$ cat src/rtl/inv_arb_pkg.sv
// Shared definitions for the serial inverter arbiter: FSM state encoding,
// default sizing constants and a small sizing helper.
package inv_arb_pkg;

    // Default number of requesters and word width.
    localparam int DEFAULT_N_REQ = 4;
    localparam int DEFAULT_WIDTH = 8;

    // State encodings kept as plain constants so older code that compares
    // raw state bits keeps working; the enum below is built from them.
    localparam logic [1:0] STATE_IDLE  = 2'd0;
    localparam logic [1:0] STATE_SHIFT = 2'd1;
    localparam logic [1:0] STATE_DONE  = 2'd2;

    typedef enum logic [1:0] {
        IDLE  = STATE_IDLE,
        SHIFT = STATE_SHIFT,
        DONE  = STATE_DONE
    } arbStateT;

    // Width of a counter that must reach w-1; never narrower than one bit
    // so a 1-bit word still gets a legal counter.
    function automatic int cntWidth(input int w);
        return (w > 1) ? $clog2(w) : 1;
    endfunction

endpackage

$ cat src/rtl/bit_inverter.sv
// Single-bit combinational inverter. This is the shared resource that the
// arbiter time-multiplexes between requesters, one bit per clock.
module bit_inverter (
    input  logic bitIn,
    output logic bitOut
);

    assign bitOut = ~bitIn;

endmodule

$ cat src/rtl/serial_inverter_arbiter.sv
// Round-robin arbiter in front of one shared 1-bit inverter. A granted word
// is streamed LSB-first through the inverter, collected MSB-in into a shift
// register, and returned complemented together with the requester id.
module serial_inverter_arbiter
    import inv_arb_pkg::*;
#(
    parameter int N_REQ = DEFAULT_N_REQ,
    parameter int WIDTH = DEFAULT_WIDTH,
    parameter int ID_W  = $clog2(N_REQ)
) (
    input  logic                   Clock,
    input  logic                   Reset,
    input  logic [N_REQ-1:0]       ReqValid,
    input  logic [N_REQ*WIDTH-1:0] ReqData,
    output logic [N_REQ-1:0]       ReqReady,
    output logic                   RespValid,
    output logic [ID_W-1:0]        RespId,
    output logic [WIDTH-1:0]       RespData,
    output logic                   Busy
);

    localparam int              CNT_W    = cntWidth(WIDTH);
    localparam logic [CNT_W-1:0] LAST_BIT = CNT_W'(WIDTH - 1);
    localparam logic [ID_W-1:0]  LAST_ID  = ID_W'(N_REQ - 1);

    // Round-robin search: first set bit of valid starting just above last,
    // wrapping modulo N_REQ. Returns {found, index}. Walking the offsets from
    // farthest to nearest lets the nearest candidate win the final write.
    function automatic logic [ID_W:0] pickNext(
        input logic [N_REQ-1:0] valid,
        input logic [ID_W-1:0]  last
    );
        logic [ID_W:0] result;
        int            cand;
        result = '0;
        for (int step = N_REQ; step >= 1; step--) begin
            cand = (int'(last) + step) % N_REQ;
            if (valid[cand]) begin
                result = {1'b1, ID_W'(cand)};
            end
        end
        return result;
    endfunction

    // ------------------------------------------------------------------
    // State
    // ------------------------------------------------------------------
    arbStateT         stateReg;
    logic [ID_W-1:0]  lastGrantReg;
    logic [ID_W-1:0]  curIdReg;
    logic [CNT_W-1:0] bitCntReg;
    logic [WIDTH-1:0] shiftInReg;
    logic [WIDTH-1:0] shiftOutReg;
    logic             respValidReg;
    logic [ID_W-1:0]  respIdReg;
    logic [WIDTH-1:0] respHoldReg;

    // ------------------------------------------------------------------
    // Arbitration
    // ------------------------------------------------------------------
    logic [ID_W:0]    pick;
    logic             grantFound;
    logic [ID_W-1:0]  grantId;
    logic [N_REQ-1:0] grantSel;
    logic             acceptNow;
    logic [WIDTH-1:0] reqWord [N_REQ];
    logic [WIDTH-1:0] grantedWord;

    assign pick       = pickNext(ReqValid, lastGrantReg);
    assign grantFound = pick[ID_W];
    assign grantId    = pick[ID_W-1:0];

    // Reset is checked here as well because the state register is already
    // IDLE while reset is held, and no grant may leak out in that window.
    assign acceptNow  = (stateReg == IDLE) && grantFound && !Reset;

    generate
        for (genvar gi = 0; gi < N_REQ; gi++) begin : g_req
            assign reqWord[gi]  = ReqData[gi*WIDTH +: WIDTH];
            assign grantSel[gi] = grantFound && (grantId == ID_W'(gi));
            assign ReqReady[gi] = acceptNow && grantSel[gi];
        end
    endgenerate

    // One-hot AND-OR mux picking the granted requester's word.
    always_comb begin
        grantedWord = '0;
        for (int i = 0; i < N_REQ; i++) begin
            if (grantSel[i]) begin
                grantedWord = grantedWord | reqWord[i];
            end
        end
    end

    // ------------------------------------------------------------------
    // Shared inverter and shift paths
    // ------------------------------------------------------------------
    logic             invIn;
    logic             invOut;
    logic [WIDTH-1:0] shiftInNext;
    logic [WIDTH-1:0] shiftOutNext;

    assign invIn       = shiftInReg[0];
    assign shiftInNext = shiftInReg >> 1;

    bit_inverter u_inverter (
        .bitIn  (invIn),
        .bitOut (invOut)
    );

    generate
        if (WIDTH == 1) begin : g_out_narrow
            assign shiftOutNext = invOut;
        end else begin : g_out_wide
            assign shiftOutNext = {invOut, shiftOutReg[WIDTH-1:1]};
        end
    endgenerate

    // FSM: grant in IDLE, count WIDTH bit-times in SHIFT, one response cycle in DONE.
    always_ff @(posedge Clock or posedge Reset) begin
        if (Reset) begin
            stateReg     <= IDLE;
            lastGrantReg <= LAST_ID;
            curIdReg     <= '0;
            bitCntReg    <= '0;
        end else begin
            unique case (stateReg)
                IDLE: begin
                    if (grantFound) begin
                        curIdReg     <= grantId;
                        lastGrantReg <= grantId;
                        bitCntReg    <= '0;
                        stateReg     <= SHIFT;
                    end
                end
                SHIFT: begin
                    bitCntReg <= bitCntReg + CNT_W'(1);
                    if (bitCntReg == LAST_BIT) begin
                        stateReg <= DONE;
                    end
                end
                DONE: begin
                    stateReg <= IDLE;
                end
                default: begin
                    stateReg <= IDLE;
                end
            endcase
        end
    end

    // Datapath: load the granted word, then stream it through the inverter.
    always_ff @(posedge Clock or posedge Reset) begin
        if (Reset) begin
            shiftInReg  <= '0;
            shiftOutReg <= '0;
        end else begin
            if (stateReg == IDLE && grantFound) begin
                shiftInReg <= grantedWord;
            end else if (stateReg == SHIFT) begin
                shiftInReg  <= shiftInNext;
                shiftOutReg <= shiftOutNext;
            end
        end
    end

    // Response side: pulse valid for the DONE cycle and keep the last id and
    // data visible until the next response replaces them.
    always_ff @(posedge Clock or posedge Reset) begin
        if (Reset) begin
            respValidReg <= 1'b0;
            respIdReg    <= '0;
            respHoldReg  <= '0;
        end else begin
            respValidReg <= 1'b0;
            if (stateReg == SHIFT && bitCntReg == LAST_BIT) begin
                respValidReg <= 1'b1;
                respIdReg    <= curIdReg;
            end
            if (stateReg == DONE) begin
                respHoldReg <= shiftOutReg;
            end
        end
    end

    // During DONE the finished shift register is shown directly; afterwards
    // the held copy keeps the value stable while the next word shifts.
    assign RespData  = (stateReg == DONE) ? shiftOutReg : respHoldReg;
    assign RespValid = respValidReg;
    assign RespId    = respIdReg;
    assign Busy      = (stateReg != IDLE);

endmodule

$ cat config.mk
export PLATFORM = sky130hd
export DESIGN_NAME = serial_inverter_arbiter
export DESIGN_NICKNAME = d
export VERILOG_FILES = /design/src/rtl/inv_arb_pkg.sv /design/src/rtl/bit_inverter.sv /design/src/rtl/serial_inverter_arbiter.sv
export SDC_FILE = /design/constraint.sdc
export NUM_CORES = 1
export LEC_CHECK = 0
export CORE_UTILIZATION = 40
export DETAILED_ROUTE_END_ITERATION = 10
export PLACE_DENSITY_LB_ADDON = 0.3
export RECOVER_POWER = 50
export SYNTH_ARGS = -nofsm -noshare
export SYNTH_HDL_FRONTEND = slang
export SYNTH_SLANG_ARGS = --single-unit
$ cat constraint.sdc
create_clock -name Clock -period 2.4 [get_ports Clock]
set_input_delay 0.6 -clock Clock [delete_from_list [all_inputs] [get_ports Clock]]
set_output_delay 0.6 -clock Clock [all_outputs]
set_load 0.1 [all_outputs]
-- Yosys cells after proc, flatten, opt, wreduce, memory -nomap -nowiden
Index checks and enable logic that the tools add are counted.
- flip-flop bits (word level): 36
- bits of input ports: 38
- output and inout bits: 16
- logic and storage cells: 89
- $add $sub $neg: 5
- magnitude comparators: 4
- eq/ne operators: 8
- muxes and demuxes: 29
- bitwise operators: 9
- reductions and logical operators: 25
- operators by type and width (kind ; count):
    2-to-1 mux 8 bit ; 7
    OR 8 bit ; 3
    < comparator 3 x 4 -> 1 bit, second input constant ; 4
    2-to-1 mux 3 bit ; 5
    logical AND 1 bit ; 11
    2-to-1 mux 1 bit ; 9
    binary-select mux 1 bit (select 2 bit) ; 4
    AND reduction 2 bit ; 4
    OR reduction 2 bit ; 4
    == test 2 bit, second input constant ; 3
    one-hot mux 3 bit (2 select lines) ; 1
    nonzero test 2 bit ; 3
    adder 2 x 1 -> 2 bit, second input constant ; 2
    adder 2 bit, second input constant ; 2
    AND 1 bit, first input constant ; 4
    == test 2 x 1 -> 1 bit, second input constant ; 2
    zero test 2 bit ; 2
    2-to-1 mux 2 bit ; 2
    inequality test 2 bit, second input constant ; 2
    one-hot mux 2 bit (2 select lines) ; 1
    adder 3 x 1 -> 3 bit, second input constant ; 1
    == test 3 bit, second input constant ; 1
    NOT 1 bit ; 2
    zero test 1 bit ; 1

-- Longest topological paths before layout
Gate-level depths: netlist of the first run.
- depth in word-level cells: 20
- mapped depth: 7
- mapped depth without buffers: 5

-- By module
From an unflattened synthesis of the first run, not the netlist that was laid out.
- cells, all modules: 178
- area total of the unflattened synthesis: 1824.2 um^2
- by module, submodules not included (module ; times used ; cells an instance ; area an instance (um^2)):
    serial_inverter_arbiter ; 1 ; 177 ; 1820.5
    bit_inverter ; 1 ; 1 ; 3.8

-- Worst setup path after synthesis of the first run
OpenSTA, ideal clock, no wires.
- path kind: input-to-output
- start point: input ReqValid[3]
- end point: output ReqReady[2]
- arrival: 3616 ps
- path slack: -1816 ps
- cell stages on the path: 6
- cell sequence: buf_4 nor2b_4 o21ai_0 and3_1 clkbuf_1 nor3b_1
- longest elaborated chain between the ends: 10
- elaborated cells between the ends (all ways): 21
- those cells by class: eq/ne (1); mux (16); reduce/logical (4)
- RTL lines (what ; RTL line ; source):
    start: declaration ; serial_inverter_arbiter.sv:13 ; input logic [N_REQ-1:0] ReqValid,
    binary-select mux 1 bit (select 2 bit) ; serial_inverter_arbiter.sv:38 ; if (valid[cand]) begin
    2-to-1 mux 1 bit (not written as such) (2 in a row) ; serial_inverter_arbiter.sv:38 ;
    2-to-1 mux 3 bit (3 in a row) ; serial_inverter_arbiter.sv:38 ;
    2-to-1 mux 3 bit * ; serial_inverter_arbiter.sv:38 ;
    == test 2 bit / logical AND 1 bit (equally long branches) ; serial_inverter_arbiter.sv:80, serial_inverter_arbiter.sv:75 ;
    logical AND 1 bit, on equally long branches ; serial_inverter_arbiter.sv:80, serial_inverter_arbiter.sv:75 ;
    logical AND 1 bit * ; serial_inverter_arbiter.sv:81 ; assign ReqReady[gi] = acceptNow && grantSel[gi];
    end: declaration ; serial_inverter_arbiter.sv:15 ; output logic [N_REQ-1:0] ReqReady,
Every way passes the cells marked *; elsewhere a longest branch is shown, timed or not. The select of a mux whose other input is x is not followed.

-- Final worst setup path of the first run
- start point: register lastGrantReg[1]
- end point: output ReqReady[0]
- longest elaborated chain between the ends: 11
- elaborated cells between the ends (all ways): 25
- those cells by class: add/sub (4); mux (16); reduce/logical (5)
- RTL lines (what ; RTL line ; source):
    start: declaration ; serial_inverter_arbiter.sv:49 ; logic [ID_W-1:0] lastGrantReg;
    start signal: assignment ; serial_inverter_arbiter.sv:131 ; lastGrantReg <= grantId;
    adder 2 x 1 -> 2 bit ; serial_inverter_arbiter.sv:37 ; cand = (int'(last) + step) % N_REQ;
    binary-select mux 1 bit (select 2 bit) ; serial_inverter_arbiter.sv:38 ;
    2-to-1 mux 1 bit (not written as such) (2 in a row) ; serial_inverter_arbiter.sv:38 ;
    2-to-1 mux 3 bit (3 in a row) ; serial_inverter_arbiter.sv:38 ;
    2-to-1 mux 3 bit * ; serial_inverter_arbiter.sv:38 ;
    zero test 2 bit / logical AND 1 bit (equally long branches) ; serial_inverter_arbiter.sv:80, serial_inverter_arbiter.sv:75 ;
    logical AND 1 bit, on equally long branches ; serial_inverter_arbiter.sv:80, serial_inverter_arbiter.sv:75 ;
    logical AND 1 bit * ; serial_inverter_arbiter.sv:81 ;
Marked as above.

==> run summary, run 1 <==
The maximum number of pins on one net before global-route repair came out at 20. TritonCTS built the clock tree. The routed design could run at a clock period as short as 2.39 ns. The number of hold violations in the final report came out at 0. The setup TNS is 0 ns. The sequential cell area fraction in the yosys report is 0.508.

The detailed router placed 1,566 vias in this run. The highest fanout seen on the critical path came out at 4. The leakage dissipation is 0.00125 uW. For this run, the post-layout net count is 284. STA puts the critical path data required time at 1.80 ns. The area share of the largest cell type after synthesis came out at 0.478.

The global-route wire length before repair came out at 6810 microns. STA classifies the critical path endpoint as an output pin. From left edge to right edge, the die measures 68.7 microns. The setup slack after placement came out at -0.330 ns.

Following the worst setup path forward leads to its endpoint at ReqReady[0]. The first-pass iteration count of the detailed router came out at 4. The library cell contributing the largest single delay on the critical path is dfstp_2. After synthesis, the cell types taking the most area are dfrtp_1 48%, nand2_1 7.2%, mux2_2 6.3%. The average via count per standard cell came out at 5.31. The number of buffers inserted for hold repair after clock tree synthesis is 0. The number of setup violations in the final report came out at 0. After synthesis, the netlist uses 35 different library cells. The post-route cell area came out at 2700 sq um. The total power of the final layout is 3460 uW. Of the cells placed in the final design, the portion with a size suffix greater than 1 is 0.220. The level count of the clock H-tree came out at 2. The mean area per synthesized cell came out at 10.1 sq um. The clock network latency to the later pin of the worst-skew pair is 0.28 ns. The remaining global-route overflow came out at 0. Yosys printed 0 warnings. Tracing the worst setup path back leads to its startpoint at lastGrantReg[1]$_DFFE_PP1P_. The startpoint of the worst-slack reg-to-reg timing path is lastGrantReg[1]$_DFFE_PP1P_. The worst register-to-register path has a depth of 6. The register bit total from synthesis came out at 36.

The die area came out at 4720 sq um. Traced cell by cell, the critical path runs through and2b_1, nor2_1, o221a_2, nor3b_4, buf_12. The number of remaining DRC errors came out at 0. Once detail routing completed, the nets flagged for antenna violations numbered 0. The via count of the first global-routing pass came out at 1,526. The number of clock buffers inserted by TritonCTS is 5. The number of placement rows is 23. After the first detailed-routing iteration, the DRC count stood at 116.

The area growth from synthesis to layout came out at 51.7%. The run finished with clean final reports. Setup repair after global routing could not meet its margin everywhere. Summing every instance area after synthesis gives 1780 sq um. No sink is reached through more buffers than the 2 on the longest clock path.

The synthesized instance count came out at 177. The fmax is 0.419 GHz. The ratio of final minimum period to clock period is 0.994. The total area inside the core boundary comes to 4140 sq um. STA classifies the critical path startpoint as a flop. Dividing the detail-routed wire length by the instance count gives 13.4 microns. The most area-hungry cell type in the Yosys netlist is dfrtp_1. The startpoint-to-endpoint class of the critical path is reg -> out. In this run the critical register-to-register path is captured at shiftInReg[6]$_DFFE_PP0P_. The internal reg-to-reg setup slack came out at 0.51 ns. The final RePlAce weighted congestion is 0.777. The number of port buffers is 53. The global-route usage over all layers is 0.196. Measured along the y axis, the die boundary spans 68.7 microns. The path type of the worst min-delay path is reg -> reg.

The final core area utilization came out at 0.651. The max capacitance violation total came out at 0. The CTS sink count came out at 36. The maximum vdd ir drop is 0.000446 V.

The total wirelength of the detailed-routed design is 3950 microns. The final-report max-slew violation count came to 0. The effective utilization at floorplan came out at 0.429. The clock transition at the registers of the reported paths came out at 0.07 ns.

The post-placement cell area is 2600 sq um. The worst pin sits at a relative slew slack of 0.557. The root buffer cell chosen for the clock tree is clkbuf_8.

For this design the top-level I/O count stands at 54. Data on the critical path arrives at its endpoint at 1.79 ns. The initial antenna violation count came out at 0.

The total inserted antenna cells is 0. The slew at the pin with the worst max-slew slack is 0.664 ns. The power density over cell area came out at 1280 nW/um^2.

The final worst-path setup slack is 0.0137 ns. The detailed-placement wirelength estimate is 2980 microns. The synthesized net count is 217.

The clock arrives with 0.00729 ns of skew. The peak per-stage delay on the critical path is 0.56 ns.
==> metrics by stage <==
step	cells	hold slack [ns]
5_1_grt	295	0.471
3_3_place_gp	283	0.451
3_5_place_dp	283	0.465
4_1_cts	293	0.463
2_1_floorplan	177	0.440
6_report	295	0.460
==> how the worst min path moves through the flow <==
stage	from	slack, ns	to	cells after the start
2_1_floorplan	shiftInReg[0]$_DFFE_PP0P_	0.44	shiftOutReg[7]$_DFFE_PP0P_	1
5_1_grt	shiftInReg[0]$_DFFE_PP0P_	0.47	shiftOutReg[7]$_DFFE_PP0P_	1
3_5_place_dp	curIdReg[0]$_DFFE_PP0P_	0.46	curIdReg[0]$_DFFE_PP0P_	2
6_report	shiftInReg[0]$_DFFE_PP0P_	0.46	shiftOutReg[7]$_DFFE_PP0P_	1
3_3_place_gp	shiftInReg[0]$_DFFE_PP0P_	0.45	shiftOutReg[7]$_DFFE_PP0P_	1
4_1_cts	shiftInReg[0]$_DFFE_PP0P_	0.46	shiftOutReg[7]$_DFFE_PP0P_	1
==> cells in the mapped netlist, drive strengths merged <==
master	count
dfrtp	34
nand2	34
inv	10
mux2	10
a22oi	8
a222oi	7
buf	7
o21ai	7
o221ai	7
a21oi	6
clkbuf	6
nor2	5
nor3b	4
a21o	3
and2	3
nand2b	3
nor2b	3
dfstp	2
ha	2
nand3	2
nor3	2
a211oi	1
a32oi	1
and2b	1
and3	1
o211ai	1
o21a	1
o221a	1
o22ai	1
o31a	1
o41ai	1
or2	1
or2b	1
==> worst max-delay path, delay by kind of cell (launching register included) <==
kind / cells / cell delay, ns
AND/OR/NAND/NOR: 3 / 0.51
buffers and inverters: 1 / 0.20
AO/OA/AOI/OAI: 1 / 0.23
flip-flops: 1 / 0.56
==> cells by family after synthesis <==
| family | after synthesis | synth area share |
|---|---|---|
| AO/OA/AOI/OAI | 46 | 0.198 |
| flip-flops | 36 | 0.508 |
| adder cells (fa/ha/maj) | 2 | 0.0141 |
| AND/OR/NAND/NOR | 60 | 0.162 |
| buffers and inverters | 23 | 0.0549 |
| multiplexers | 10 | 0.0633 |
==> flip-flops by register name (all words and copies together), names as in the netlist <==
register      count
shiftOutReg       8
curIdReg          2
bitCntReg         3
shiftInReg        8
lastGrantReg      2
RespValid         1
RespId            2
stateReg          2
respHoldReg       8
==> placed cells by master, fill, tap and decap left out, types with 5 or more instances in the layout <==
master           instances
a21oi_1                  5
a222oi_1                 7
a22oi_1                  8
buf_12                  12
buf_4                   15
clkbuf_1                 5
clkbuf_2                 5
clkbuf_8                 5
clkdlybuf4s50_1         33
dfrtp_1                 34
inv_1                   10
mux2_1                   8
nand2_1                 34
nor2_1                   5
o21ai_0                  5
o221ai_1                 7
==> cell type report <==
| cell class | count | area, sq um |
|---|---|---|
| inverter | 10 | 37.5 |
| clock buffer | 7 | 76.3 |
| fill | 350 | 1450 |
| tap | 50 | 62.6 |
| multi-input combinational | 118 | 843 |
| timing repair buffer | 73 | 771 |
| sequential | 36 | 903 |
| clock inverter | 1 | 5.00 |
==> layer usage <==
metal,vias up,wire length (microns),global-route usage,part of all wire
li1,769,-,-,-
met1,752,1930,0.274,0.49
met2,41,1820,0.309,0.46
met3,4,172,0.0444,0.044
met4,0,21,0.0485,0.0053
met5,-,0,0,0
==> power breakdown <==
| group | total (uW) | internal [uW] | leakage (uW) | switching [uW] |
|---|---|---|---|---|
| Clock | 401 | 203 | 0.0000422 | 197 |
| Sequential | 1050 | 893 | 0.000447 | 153 |
| Combinational | 2010 | 758 | 0.000766 | 1250 |
==> repair_timing <==
action | in CTS | in global routing
setup buffers | 2 | 2
pin swaps | 5 | 1
setup endpoints to repair | 7 | 4
resized for setup | 11 | 2
(Power assumes the default switching activity.)
==> inputs of run 2 (changes only) <==
CORE_UTILIZATION = 45   (was 40)
==> run 2 against run 1 <==
Utilization is 9.1 points higher. Final area up 2.2%. First-iteration DRC count up 11%. Sequential cell count stayed put. Non-clock buffer count is 2 higher. Final cell count unchanged. Clock power is 10% higher. Combinational power rose by 4%. Critical endpoint unchanged. Largest cell class unchanged.
==> run summary, run 2 (synthesized netlist as in run 1, its figures left out) <==
In this run the number of H-tree levels came out at 2. In this run the clock root is driven by a clkbuf_8. The top cell types in the final layout, fill and taps aside, are 34 x dfrtp_1, 34 x nand2_1, 33 x clkdlybuf4s50_1. Of the available clock period, the critical path in the final layout requires 0.989. The overall die height is 64.9 microns. The critical path goes through and2b_1, nor2_2, o221a_2, nor3b_4, buf_12. The via count of the first global-routing pass is 1,509.

The number of clock buffers inserted by TritonCTS is 5. For this run, the total global-route usage over all layers was measured as 0.215. The number of DRC markers in iteration 0 came out at 129.

The routed design has 4160 microns of wire. The repair_antennas step left the layout with diodes totalling 0. Timing analysis after detailed placement gives a worst setup slack of -0.337 ns. The residual antenna-violating net count after detailed routing came out at 0. The net count reported at finish is 286.

The floorplan die width came out at 64.9 microns. The fraction of layout instances using a drive strength above 1 came out at 0.247. The number of hold violations in the final report came out at 0. After routing, the total negative slack on setup checks comes to 0 ns. The highest fanout seen on the critical path came out at 3. The worst slew slack as a fraction of its limit came out at 0.422. After detailed routing, the average wire length per cell comes to 14.1 microns. Clock-pin slew was measured on the worst setup and hold paths at 0.07 ns. The CTS tree is done. The start point of the worst hold path is shiftInReg[0]$_DFFE_PP0P_.

The HPWL after detailed placement is 2950 microns. The path type of the worst min-delay path is reg -> reg. The core outline area came out at 3720 sq um. The final worst-path setup slack is 0.0271 ns. The fmax came out at 0.421 GHz. The area growth from synthesis to layout is 55.0%. The largest clock skew in the final design is 0.00724 ns. The number of remaining DRC errors came out at 0. The startpoint-to-endpoint class of the critical path is reg -> out.

Global routing finished with a remaining overflow of 0. The cell count after placement came out at 279. The largest registers in the layout are respHoldReg (8), shiftInReg (8), shiftOutReg (8). The final critical path time including I/O delays and setup came out at 2.37 ns. Row generation in the floorplan step produced 22 rows. The run finished with clean final reports. The number of port buffers came out at 53. The critical path arrival is 1.77 ns.

The leakage dissipation is 0.00128 uW. The maximum number of pins on one net before global-route repair is 37. Once layout is complete, the utilization of the core stands at 0.742.

In this run the critical register-to-register path is captured at shiftInReg[1]$_DFFE_PP0P_. The number of buffers between clock root and the deepest sink came out at 2. The launching instance or port of the critical path is lastGrantReg[1]$_DFFE_PP1P_.

The total power of the final layout came out at 3580 uW. The initial antenna violation count came out at 0. The peak per-stage delay on the critical path is 0.56 ns. The number of buffers inserted for hold repair after clock tree synthesis came out at 0.

The die area came out at 4210 sq um. The routed via count is 1,596. The final-report max-slew violation count came out at 0.

The worst register-to-register path begins at lastGrantReg[0]$_DFFE_PP1P_. Setup slack on the worst reg-to-reg path comes out at 0.49 ns. The kind of end point of the critical path is an output pin. The depth of the worst register-to-register path is 6. CTS saw 36 sinks.

The global-route wire length before repair is 6800 microns. The count of cells in the finished layout, fillers not included, comes to 295. The maximum vdd ir drop is 0.000862 V. The first-pass iteration count of the detailed router is 5. The final RePlAce weighted congestion came out at 0.839. The critical path ends at ReqReady[0].

The number of setup violations in the final report came out at 0. The filler cells instantiated in the layout total 258. The required time of the critical path is 1.80 ns.

The clock network latency to the later pin of the worst-skew pair is 0.29 ns. For the pin with the worst max-slew slack, the measured transition is 0.867 ns. The library cell contributing the largest single delay on the critical path is dfstp_2. The worst setup path is launched from a flop.

Setup repair after global routing could not meet its margin everywhere. The number of ports placed on the die boundary came out at 54. The average via count per standard cell came out at 5.41. The max capacitance violation total is 0. The effective utilization at floorplan came out at 0.479. The power density over cell area came out at 1300 nW/um^2.
## run 2: per-layer routing
layer	wire length [microns]	global-route usage	share of wire	up-vias
met2	2040	0.350	0.49	51
met4	87	0.0778	0.021	0
met1	1830	0.273	0.44	764
met5	0	0	0	-
li1	-	-	-	771
met3	209	0.0546	0.050	10
## run 2: metrics by stage
step	cell area (sq um)	hold WS, ns
4_1_cts	2710	0.464
3_3_place_gp	2590	0.451
6_report	2760	0.462
3_5_place_dp	2590	0.468
2_1_floorplan	1840	0.440
5_1_grt	2760	0.515
## run 2: worst min path at each step
stage	to	slack, ns	depth (start not counted)
2_1_floorplan	shiftOutReg[7]$_DFFE_PP0P_	0.44	1
3_3_place_gp	shiftOutReg[7]$_DFFE_PP0P_	0.45	1
3_5_place_dp	shiftOutReg[7]$_DFFE_PP0P_	0.47	1
4_1_cts	shiftOutReg[7]$_DFFE_PP0P_	0.46	1
5_1_grt	shiftOutReg[0]$_DFFE_PP0P_	0.51	2
6_report	shiftOutReg[7]$_DFFE_PP0P_	0.46	1
## run 2: power breakdown
| group | total [uW] | switching, uW | internal, uW |
|---|---|---|---|
| clock | 441 | 208 | 233 |
| combinational | 2100 | 1280 | 819 |
| sequential | 1050 | 155 | 893 |
## run 2: area by class of cell
type	count	area (sq um)	area share
flip-flops and latches	36	903	0.328
clock inverters	1	7.51	0.00272
multi-input cells	118	861	0.312
repair buffers	75	802	0.291
clock buffers	7	86.3	0.0313
well taps	48	60.1	0.0218
inverters	10	37.5	0.0136
## run 2: critical path, delay by kind of cell (launching register included)
kind / cells / cell delay, ns
compound gates: 1 / 0.21
buf+inv: 1 / 0.20
flops: 1 / 0.56
simple gates: 3 / 0.50
## run 2: timing repair
action	CTS	global route
endpoints found under the setup margin	4	4
pin swaps	2	5
resized for setup	11	8
buffers inserted	2	6
==> inputs of run 3 (changes only) <==
GPL_ROUTABILITY_DRIVEN = 1   (was default)
==> results of run 3 <==
Final layout, timing and power as in run 2 (identical DEF).
